File: src/rtl/ecg_hybrid_encoder_seq_if.sv
// ecg_hybrid_encoder_seq_if
//   Stream bundle between the ECG sample front-end, the hybrid encoder and
//   the bit packer.
//   Sample side : s_valid, s_ready, s_data (signed), flush
//   Token side  : m_valid, m_ready, m_type, m_data
//   Status      : k_out (GR parameter of current block), busy
//   master = sample source / token sink, slave = encoder.
interface ecg_hybrid_encoder_seq_if #(
    parameter int DATA_W = 16
);
    logic              s_valid;
    logic              s_ready;
    logic [DATA_W-1:0] s_data;
    logic              flush;
    logic              m_valid;
    logic              m_ready;
    logic [1:0]        m_type;
    logic [DATA_W-1:0] m_data;
    logic [2:0]        k_out;
    logic              busy;

    modport master (
        output s_valid, s_data, flush, m_ready,
        input  s_ready, m_valid, m_type, m_data, k_out, busy
    );

    modport slave (
        input  s_valid, s_data, flush, m_ready,
        output s_ready, m_valid, m_type, m_data, k_out, busy
    );
endinterface

File: src/rtl/ecg_hybrid_encoder_seq.sv
// ecg_hybrid_encoder_seq
//   Block-based ECG compressor: buffers BLOCK_N first differences, chooses a
//   Golomb-Rice parameter k from the mean absolute delta, then emits a token
//   stream of HDR(k), RUN(zero count), GR(codeword) and ESC(raw delta).
//   Ports:
//     clk    rising-edge clock
//     rst_n  asynchronous active-low reset
//     bus    ecg_hybrid_encoder_seq_if.slave (sample stream in, token stream
//            out, flush, k_out, busy)
//   GR codeword layout: [K_MAX-1:0]=r, [K_MAX+Q_W-1:K_MAX]=q, [K_MAX+Q_W]=sign.
//
//   state  | meaning
//   FILL   | accept samples, store deltas; flush check when buffer empty
//   CALC   | mean |delta| -> k, load header token
//   HDR    | header token presented
//   ENC    | examine buf[idx]: extend zero run or load RUN/GR/ESC token
//   EMIT   | token presented; pend means a GR/ESC follows for same idx
//   FLUSH  | flushed RUN token presented
module ecg_hybrid_encoder_seq #(
    parameter int DATA_W  = 16,
    parameter int BLOCK_N = 8,
    parameter int RUN_W   = 6,
    parameter int Q_W     = 4,
    parameter int TH1     = 100,
    parameter int TH2     = 500,
    parameter int K_LO    = 3,
    parameter int K_MID   = 4,
    parameter int K_HI    = 5
) (
    input logic                      clk,
    input logic                      rst_n,
    ecg_hybrid_encoder_seq_if.slave  bus
);
    localparam int LOG2N = $clog2(BLOCK_N);
    localparam int SUM_W = DATA_W + LOG2N;
    localparam int K_MAX = K_HI;
    localparam logic [1:0] T_HDR = 2'd0;
    localparam logic [1:0] T_RUN = 2'd1;
    localparam logic [1:0] T_GR  = 2'd2;
    localparam logic [1:0] T_ESC = 2'd3;
    localparam logic [DATA_W-1:0] Q_MAX = DATA_W'(2**Q_W - 1);
    localparam logic [LOG2N-1:0]  LAST  = LOG2N'(BLOCK_N - 1);

    typedef enum logic [2:0] {
        S_FILL, S_CALC, S_HDR, S_ENC, S_EMIT, S_FLUSH
    } state_t;

    state_t            state;
    logic [DATA_W-1:0] dbuf [BLOCK_N];
    logic [DATA_W-1:0] prev;
    logic [RUN_W-1:0]  run;
    logic [LOG2N-1:0]  cnt;
    logic [LOG2N-1:0]  idx;
    logic              pend;
    logic              s_ready_q;
    logic              m_valid_q;
    logic [1:0]        m_type_q;
    logic [DATA_W-1:0] m_data_q;
    logic [2:0]        k_q;

    // Most negative value has no positive twin; clamp it.
    function automatic logic [DATA_W-1:0] abs_sat(input logic [DATA_W-1:0] d);
        if (d == {1'b1, {(DATA_W-1){1'b0}}})
            return {1'b0, {(DATA_W-1){1'b1}}};
        else if (d[DATA_W-1])
            return -d;
        else
            return d;
    endfunction

    logic [SUM_W-1:0]  sum;
    logic [DATA_W-1:0] mean;
    logic [2:0]        k_calc;

    always_comb begin
        sum = '0;
        for (int j = 0; j < BLOCK_N; j++)
            sum = sum + SUM_W'(abs_sat(dbuf[j]));
        mean = DATA_W'(sum >> LOG2N);
        if (32'(mean) < TH1)
            k_calc = 3'(K_LO);
        else if (32'(mean) < TH2)
            k_calc = 3'(K_MID);
        else
            k_calc = 3'(K_HI);
    end

    logic [DATA_W-1:0] cur;
    logic [DATA_W-1:0] cur_abs;
    logic [DATA_W-1:0] q_full;
    logic [DATA_W-1:0] r_val;
    logic              esc;
    logic [1:0]        cw_type;
    logic [DATA_W-1:0] cw_data;
    logic [RUN_W-1:0]  run_inc;
    logic              run_full;

    always_comb begin
        cur     = dbuf[idx];
        cur_abs = abs_sat(cur);
        q_full  = cur_abs >> k_q;
        r_val   = cur_abs & ((DATA_W'(1) << k_q) - DATA_W'(1));
        esc     = q_full > Q_MAX;
        cw_type = esc ? T_ESC : T_GR;
        cw_data = esc ? cur
                      : ((DATA_W'(cur[DATA_W-1]) << (K_MAX + Q_W))
                         | ((q_full & Q_MAX) << K_MAX)
                         | r_val);
        run_inc  = run + RUN_W'(1);
        run_full = (run_inc == {RUN_W{1'b1}});
    end

    always_ff @(posedge clk or negedge rst_n) begin
        if (!rst_n) begin
            state     <= S_FILL;
            for (int j = 0; j < BLOCK_N; j++)
                dbuf[j] <= '0;
            prev      <= '0;
            run       <= '0;
            cnt       <= '0;
            idx       <= '0;
            pend      <= 1'b0;
            s_ready_q <= 1'b0;
            m_valid_q <= 1'b0;
            m_type_q  <= T_HDR;
            m_data_q  <= '0;
            k_q       <= '0;
        end else begin
            case (state)
                S_FILL: begin
                    s_ready_q <= 1'b1;
                    if (bus.s_valid && s_ready_q) begin
                        dbuf[cnt] <= bus.s_data - prev;
                        prev      <= bus.s_data;
                        if (cnt == LAST) begin
                            cnt       <= '0;
                            state     <= S_CALC;
                            s_ready_q <= 1'b0;
                        end else begin
                            cnt <= cnt + LOG2N'(1);
                        end
                    end
                    // A sample accepted in the same cycle still counts; the
                    // block simply resumes filling after the RUN token.
                    if (bus.flush && cnt == '0 && run != '0) begin
                        m_valid_q <= 1'b1;
                        m_type_q  <= T_RUN;
                        m_data_q  <= DATA_W'(run);
                        run       <= '0;
                        state     <= S_FLUSH;
                        s_ready_q <= 1'b0;
                    end
                end
                S_CALC: begin
                    k_q       <= k_calc;
                    m_valid_q <= 1'b1;
                    m_type_q  <= T_HDR;
                    m_data_q  <= DATA_W'(k_calc);
                    state     <= S_HDR;
                end
                S_HDR: begin
                    if (bus.m_ready) begin
                        m_valid_q <= 1'b0;
                        idx       <= '0;
                        state     <= S_ENC;
                    end
                end
                S_ENC: begin
                    if (cur == '0) begin
                        if (run_full) begin
                            run       <= '0;
                            m_valid_q <= 1'b1;
                            m_type_q  <= T_RUN;
                            m_data_q  <= DATA_W'(run_inc);
                            pend      <= 1'b0;
                            state     <= S_EMIT;
                        end else begin
                            run <= run_inc;
                            if (idx == LAST) begin
                                state     <= S_FILL;
                                s_ready_q <= 1'b1;
                            end else begin
                                idx <= idx + LOG2N'(1);
                            end
                        end
                    end else if (run != '0) begin
                        run       <= '0;
                        m_valid_q <= 1'b1;
                        m_type_q  <= T_RUN;
                        m_data_q  <= DATA_W'(run);
                        pend      <= 1'b1;
                        state     <= S_EMIT;
                    end else begin
                        m_valid_q <= 1'b1;
                        m_type_q  <= cw_type;
                        m_data_q  <= cw_data;
                        pend      <= 1'b0;
                        state     <= S_EMIT;
                    end
                end
                S_EMIT: begin
                    if (bus.m_ready) begin
                        if (pend) begin
                            m_type_q <= cw_type;
                            m_data_q <= cw_data;
                            pend     <= 1'b0;
                        end else begin
                            m_valid_q <= 1'b0;
                            if (idx == LAST) begin
                                state     <= S_FILL;
                                s_ready_q <= 1'b1;
                            end else begin
                                idx   <= idx + LOG2N'(1);
                                state <= S_ENC;
                            end
                        end
                    end
                end
                S_FLUSH: begin
                    if (bus.m_ready) begin
                        m_valid_q <= 1'b0;
                        state     <= S_FILL;
                        s_ready_q <= 1'b1;
                    end
                end
                default: state <= S_FILL;
            endcase
        end
    end

    assign bus.s_ready = s_ready_q;
    assign bus.m_valid = m_valid_q;
    assign bus.m_type  = m_type_q;
    assign bus.m_data  = m_data_q;
    assign bus.k_out   = k_q;
    assign bus.busy    = (state != S_FILL);
endmodule

File: src/flat_wrapper.sv
// flat-port wrapper written by rule: the top's interface ports become plain ports
module ecg_hybrid_encoder_seq_flat 
#(
    parameter int DATA_W  = 16,
    parameter int BLOCK_N = 8,
    parameter int RUN_W   = 6,
    parameter int Q_W     = 4,
    parameter int TH1     = 100,
    parameter int TH2     = 500,
    parameter int K_LO    = 3,
    parameter int K_MID   = 4,
    parameter int K_HI    = 5
)
  (clk, rst_n, bus_s_valid, bus_s_data, bus_flush, bus_m_ready, bus_s_ready, bus_m_valid, bus_m_type, bus_m_data, bus_k_out, bus_busy);
  ecg_hybrid_encoder_seq_if #(.DATA_W(DATA_W)) bus_i ();
  input logic clk;
  input logic rst_n;
  input wire logic [$bits(bus_i.s_valid)-1:0] bus_s_valid;
  input wire logic [$bits(bus_i.s_data)-1:0] bus_s_data;
  input wire logic [$bits(bus_i.flush)-1:0] bus_flush;
  input wire logic [$bits(bus_i.m_ready)-1:0] bus_m_ready;
  output wire logic [$bits(bus_i.s_ready)-1:0] bus_s_ready;
  output wire logic [$bits(bus_i.m_valid)-1:0] bus_m_valid;
  output wire logic [$bits(bus_i.m_type)-1:0] bus_m_type;
  output wire logic [$bits(bus_i.m_data)-1:0] bus_m_data;
  output wire logic [$bits(bus_i.k_out)-1:0] bus_k_out;
  output wire logic [$bits(bus_i.busy)-1:0] bus_busy;
  assign bus_i.s_valid = bus_s_valid;
  assign bus_i.s_data = bus_s_data;
  assign bus_i.flush = bus_flush;
  assign bus_i.m_ready = bus_m_ready;
  assign bus_s_ready = bus_i.s_ready;
  assign bus_m_valid = bus_i.m_valid;
  assign bus_m_type = bus_i.m_type;
  assign bus_m_data = bus_i.m_data;
  assign bus_k_out = bus_i.k_out;
  assign bus_busy = bus_i.busy;
  ecg_hybrid_encoder_seq #(.DATA_W(DATA_W), .BLOCK_N(BLOCK_N), .RUN_W(RUN_W), .Q_W(Q_W), .TH1(TH1), .TH2(TH2), .K_LO(K_LO), .K_MID(K_MID), .K_HI(K_HI)) u_core (.clk(clk), .rst_n(rst_n), .bus(bus_i));
endmodule
File: config.mk
export PLATFORM = sky130hd
export DESIGN_NAME = ecg_hybrid_encoder_seq_flat
export DESIGN_NICKNAME = d
export VERILOG_FILES = /design/src/rtl/ecg_hybrid_encoder_seq_if.sv /design/src/rtl/ecg_hybrid_encoder_seq.sv /design/src/flat_wrapper.sv
export SDC_FILE = /design/constraint.sdc
export NUM_CORES = 1
export LEC_CHECK = 0
export ABC_CLOCK_PERIOD_IN_PS = 10200
export BUFFER_PORTS_ARGS = -buffer_cell sky130_fd_sc_hd__clkbuf_2
export CORE_MARGIN = 1
export CORE_UTILIZATION = 35
export CTS_CLUSTER_DIAMETER = 50
export DETAILED_ROUTE_END_ITERATION = 10
export PLACE_DENSITY_LB_ADDON = 0.25
export SLEW_MARGIN = 20
export SYNTH_ARGS = -nofsm -noshare
export SYNTH_HDL_FRONTEND = slang
export SYNTH_SLANG_ARGS = --single-unit
File: constraint.sdc
create_clock -name clk -period 10.2 [get_ports clk]
set_input_delay 0 -clock clk [delete_from_list [all_inputs] [get_ports clk]]
set_output_delay 0 -clock clk [all_outputs]
set_load 0.02 [all_outputs]
* Word-level counts from Yosys, hierarchy flattened
Index checks and enable logic that the tools add are counted.
** Storage, ports and cells
- Register bits :: 183
- Memories kept :: 0
- Latch bits :: 0
- ROM bits :: 0
- RAM bits :: 0
- Output and inout port bits :: 24
- Word-level logic and storage cells :: 195
** Operators by class
- Magnitude comparators :: 6
- Bitwise gates (word level) :: 5
- Div/mod/pow operators :: 0
- Shift-type cells :: 2
- Add/sub/neg operators :: 21
- Multiply operators :: 0
- Mux-type cells :: 87
- Eq/ne operators :: 31
- Reduce and logical (&&, ||, !) cells :: 24
** Operator list (number)
- 16-bit two-way mux :: 28
- 16-bit equality test (second input constant) :: 9
- 16-bit negation :: 9
- 128-bit bitwise mux :: 1
- 19-bit by 16-bit adder with 19-bit output :: 6
- 16-bit case mux with 4 select lines :: 1
- 3-bit two-way mux :: 17
- 16-bit binary-select mux with 3-bit select :: 1
- 16-bit demux with 3-bit select :: 1
- 6-bit two-way mux :: 4
- 1-bit two-way mux :: 20
- 3-bit case mux with 6 select lines :: 1
- 6-bit AND reduction :: 3
- 16-bit by 16-bit adder with 17-bit output :: 1
- 16-bit AND :: 1
- 16-bit by 4-bit > comparator with 1-bit output (second input constant) :: 1
- 16-bit logical NOT :: 1
- 16-bit by 7-bit < comparator with 1-bit output (second input constant) :: 1
- 16-bit by 9-bit < comparator with 1-bit output (second input constant) :: 1
- 16-bit bitwise OR :: 1
- 1-bit by 3-bit left shift with 16-bit output (first input constant) :: 1
- 16-bit by 3-bit >> shifter with 16-bit output :: 1
- 16-bit by 1-bit subtractor with 16-bit output (second input constant) :: 1
- 16-bit subtractor :: 1
- 34 further kinds :: 64

* Longest topological paths before layout
- Depth after elaboration :: 14
- Mapped depth :: 39
- Depth with buffers taken out :: 39

* Worst setup path after synthesis
No wires, ideal clock.
- Kind :: register -> register
- From :: register u_core.dbuf[100] (netlist name)
- To :: register u_core.m_data_q[0] (netlist: u_core.bus.m_data[0])
- Setup time :: 0.125 ns
- Arrival time :: 8.675 ns
- Required time :: 10.075 ns
- Path slack :: 1.400 ns
- Cell stages (with the launch flop) :: 38
- Period minus slack after synthesis :: 8.800 ns
- Cell sequence :: dfrtp_1 > nor3_1 > nand2b_1 > nor2_1 > nand3_1 > or3_1 > o211ai_1 > ha_1 > a21o_1 > a21oi_1 > o21bai_1 > a21oi_1 > nor2b_1 > o21a_1 > o31a_1 > o41ai_1 > o2111ai_1 > a21oi_1 > [2 not listed] > inv_1 > fa_1 > inv_1 > fa_1 > inv_1 > fa_1 > inv_1 > ha_1 > a21o_1 > a21o_1 > a21oi_1 > a21boi_0 > xor2_1 > nand3_1 > o2bb2ai_1 > or4b_1 > a211o_1 > mux2_2
** Between the ends
- Longest elaborated chain between the ends :: 14
- Elaborated cells on any way between the ends :: 35
** Ends and longest elaborated chain
- start: declaration :: line ecg_hybrid_encoder_seq.sv:49 : logic [DATA_W-1:0] dbuf [BLOCK_N];
- start signal: indexed assignment :: line ecg_hybrid_encoder_seq.sv:133 : dbuf[cnt] <= bus.s_data - prev;
- 16-bit negation :: line ecg_hybrid_encoder_seq.sv:66 : return -d;
- 16-bit two-way mux :: line ecg_hybrid_encoder_seq.sv:65 : else if (d[DATA_W-1])
- 16-bit two-way mux :: line ecg_hybrid_encoder_seq.sv:63 : if (d == {1'b1, {(DATA_W-1){1'b0}}})
- 16-bit by 16-bit adder with 17-bit output :: line ecg_hybrid_encoder_seq.sv:78 : sum = sum + SUM_W'(abs_sat(dbuf[j]));
- 19-bit by 16-bit adder with 19-bit output (6 in a row) :: line ecg_hybrid_encoder_seq.sv:78
- 16-bit by 9-bit < comparator with 1-bit output :: line ecg_hybrid_encoder_seq.sv:82 : else if (32'(mean) < TH2)
- 1-bit two-way mux :: line ecg_hybrid_encoder_seq.sv:82
- 3-bit two-way mux :: line ecg_hybrid_encoder_seq.sv:80 : if (32'(mean) < TH1)
- 16-bit case mux with 4 select lines :: line ecg_hybrid_encoder_seq.sv:129 : case (state)
- end signal: assignment :: line ecg_hybrid_encoder_seq.sv:148 : m_data_q <= DATA_W'(run);
- end signal: assignment :: line ecg_hybrid_encoder_seq.sv:158 : m_data_q <= DATA_W'(k_calc);
- end signal: assignment :: line ecg_hybrid_encoder_seq.sv:174 : m_data_q <= DATA_W'(run_inc);
- end: declaration :: line ecg_hybrid_encoder_seq.sv:58 : logic [DATA_W-1:0] m_data_q;
Several ways; a longest one is shown, not always the timed one. The select of a mux whose other input is x is not followed.
A chain may end at the register's enable or synchronous reset.

* Final worst setup path
- From :: register u_core.dbuf[99] (netlist name)
- To :: register u_core.m_data_q[0] (netlist: u_core.bus.m_data[0])
Same word-level chain as after synthesis.

==> impl_metrics.csv <==
group,metric,value,unit
run_status,status,"finished with violations",
run_status,violations,"DRC",
floorplanning,die_w,220.1,um
cts,cts.sinks,183,
placement,placed_area,17480,sq um
sta,finalSetupViolCount,0,
global_route,grt.overflow.total,0,
detailed_routing,m1WireLength,25030,um
worst_setup_path,cp_slowest_cell,"or4b_1",
floorplanning,core,46750,sq um
detailed_routing,wl_per_cell,21.81,um
detailed_routing,finalWirelength,55290,um
cts,h-tree-depth,4,
detailed_routing,routed_via_density,5.703,
sta,maxSlewViolCount,0,
placement,numPortBuffers,44,
yosys,synth.cell_area,16650,sq um
sta,period_needed,9.432,ns
detailed_routing,wl_met2,24930,um
worst_hold_path,hold_path_depth,3,
floorplanning,dieArea,48460,sq um
detailed_routing,drtIter0Drc,1465,
floorplanning,core.rowCount,79,
sta,relSlewSlack,19.64,%
sta,fmax,106.0,MHz
layout,n_fill_cell,4707,
detailed_routing,dr.pass1.iters,8,
detailed_routing,routed-wl-met3,3881,um
sta,timing.setup.tns,0,ns
detailed_routing,top_layer_used,"met5",
yosys,yosys_warnings,0,
layout,final_nets,2084,
layout,final_common_cell,"nand2_1",
cts,clockBufferDepth,2,
sta,hold_viol,0,
layout,final_cell_mix,"nand2_1, dfrtp_1, inv_1",
worst_setup_path,slowest_delay,0.60,ns
floorplanning,initial_core_util,35.62,%
cts,path_clk_slew,0.08,ns
layout,finalInstanceArea,18330,sq um
yosys,ys.flop_type,"dfrtp_1",
yosys,ys_seq_elements,183,
sta,rsz0062_at_grt,"no",
layout,areaGrowthSynthToFinish,10.08,%
yosys,syn_inst,1890,
floorplanning,io_pins,45,
run,drv_cap,0,
worst_setup_path,worst_ep_required_time,10.57,ns
worst_setup_path,arrival,9.80,ns
worst_setup_path,worst_r2r_path_depth,38,
yosys,synth_fp_nets,2060,
worst_setup_path,critical_path_class,"flip-flop to flip-flop",
yosys,syn_avg_cell_area,8.811,sq um
yosys,synth_top_area_share,27.50,%
layout,drive_gt1_share,12.97,%
cts,numCtsBuffers,17,
sta,fin_crit_sh,92.47,%
cts,cts_tree,"yes",
worst_hold_path,hold_class,"input pin to flip-flop",
placement,dp_hpwl,43300,um
floorplanning,die_y,220.1,um
worst_setup_path,path_max_fanout,6,
global_route,grt_start_max_net_pins,95,
detailed_routing,num_vias,14460,
yosys,ys_seq_area_share,27.50,%
cts,worstSkewPairLatency,0.48,ns
global_route,grt_pass1_wl,84650,um
sta,fin_skew,0.01278,ns
yosys,synth-edff-count,0,
worst_setup_path,endpoint_kind,"flip-flop",
worst_setup_path,critPathLaunchType,"flip-flop",
yosys,async_flop_share,100.0,%
detailed_routing,drc_errors,14,
yosys,netlist-cell-type-count,89,
cts,root_buffer,"clkbuf_16",
global_route,grt_usage,23.53,%
detailed_routing,ant_nets,0,
global_route,grt_pass1_vias,13980,
yosys,synthTopCellsByArea,"dfrtp_1, fa_1, nand2_1",
yosys,yosysTopAreaCell,"dfrtp_1",
placement,place.gp.congestion,1.042,
sta,tightest_slew,1.197,ns
global_route,antenna_found_initial,4,
## Yosys cell counts, types with 13 or more instances
master and n:
mux2i_1 25, a21o_1 17, o31ai_1 35, and3_1 22
or4_1 13, ha_1 70, a31oi_1 13, xnor2_1 41
or3_1 21, nand2b_1 24, fa_1 79, clkbuf_1 60
nand3_1 38, o21ai_0 123, mux4_2 27, mux2_2 81
nor2_1 113, inv_1 174, nor3_1 38, a21oi_1 67
nand2_1 286, dfrtp_1 183, o21a_1 15, xor2_1 81
nor2b_1 16
## cell families after synthesis
| logic type | share of synthesized area (%) |
|---|---|
| DFF | 27.50 |
| muxes | 11.49 |
| xor gates and xnor gates | 6.416 |
| buffers and inverters | 6.048 |
| adders and majority gates | 14.76 |
| and+or+nand+nor | 18.25 |
| AOI/OAI and AO/OA | 15.54 |
## final timing paths
kind | slack (ns) | to | from
worst max-delay path | 0.77 | u_core.bus.m_data[0] | u_core.dbuf[99]
worst min-delay path | 0.12 | u_core.prev[0] | bus_s_valid
worst max register to register | 0.77 | u_core.bus.m_data[0] | u_core.dbuf[99]
worst min register to register | 0.49 | u_core.bus.m_type[0] | u_core.bus.m_type[0]
max in group asynchronous | 8.17 | u_core.dbuf[103] | rst_n
min in group asynchronous | 0.16 | u_core.bus.m_data[15] | rst_n
## critical path: cells and delay by family, from the launching register on
| kind | cells | cell delay [ns] |
|---|---|---|
| flops | 1 | 0.43 |
| fa+ha+maj | 6 | 2.76 |
| buf+inv | 5 | 0.41 |
| simple gates | 8 | 1.93 |
| xor+xnor | 2 | 0.28 |
| mux | 1 | 0.26 |
| compound gates | 16 | 3.23 |
## layout make-up
type,count,area (sq um),share of cell area (%)
tap,607,759.5,4.143
clock buffer,17,425.4,2.321
sequential,183,4581,24.99
timing repair buffer,87,596.8,3.256
clock inverter,15,207.7,1.133
antenna,1,2.502,0.01365
multi-input combinational,1451,11110,60.59
inverter,174,653.1,3.563
## repair_timing
item	4_1_cts	5_1_grt
endpoints found under the setup margin	0	2
hold buffers	18	0
buffers inserted	0	0
gates resized for setup	0	4
hold endpoints to repair	111	0
## flip-flops by register name, summed over array words and instances (netlist names)
| name | count |
|---|---|
| u_core.dbuf | 128 |
| u_core.bus.m_type | 2 |
| u_core.bus.m_data | 16 |
| u_core.idx | 3 |
| u_core.run | 6 |
| u_core.state | 3 |
| u_core.prev | 16 |
| u_core.pend | 1 |
| u_core.cnt | 3 |
| u_core.bus.m_valid | 1 |
| u_core.bus.k_out | 3 |
| u_core.bus.s_ready | 1 |
## routing by layer
| layer | up-vias | global-route usage, % |
|---|---|---|
| met5 | - | 0 |
| met4 | 2 | 7.356 |
| met3 | 80 | 4.385 |
| met2 | 537 | 37.46 |
| met1 | 7183 | 32.23 |
| li1 | 6654 | - |
## stage by stage
| step | std cells | hold slack (ns) | setup WS (ns) | utilization, % |
|---|---|---|---|---|
| after floorplan | 1890 | -0.2956 | 1.400 | - |
| after global placement | 2484 | 0.1445 | 0.5856 | 37.39 |
| after detailed placement | 2484 | 0.1528 | 0.5434 | 37.39 |
| after CTS | 2534 | 0.1191 | 0.5014 | 39.13 |
| after global routing | 2534 | 0.1379 | 0.01965 | 39.21 |
| final | 2535 | 0.1199 | 0.7683 | 39.21 |
Power is left out: the tool's default activity adds up to more than one toggle a clock period on the data nets, which glitch-free logic cannot reach.
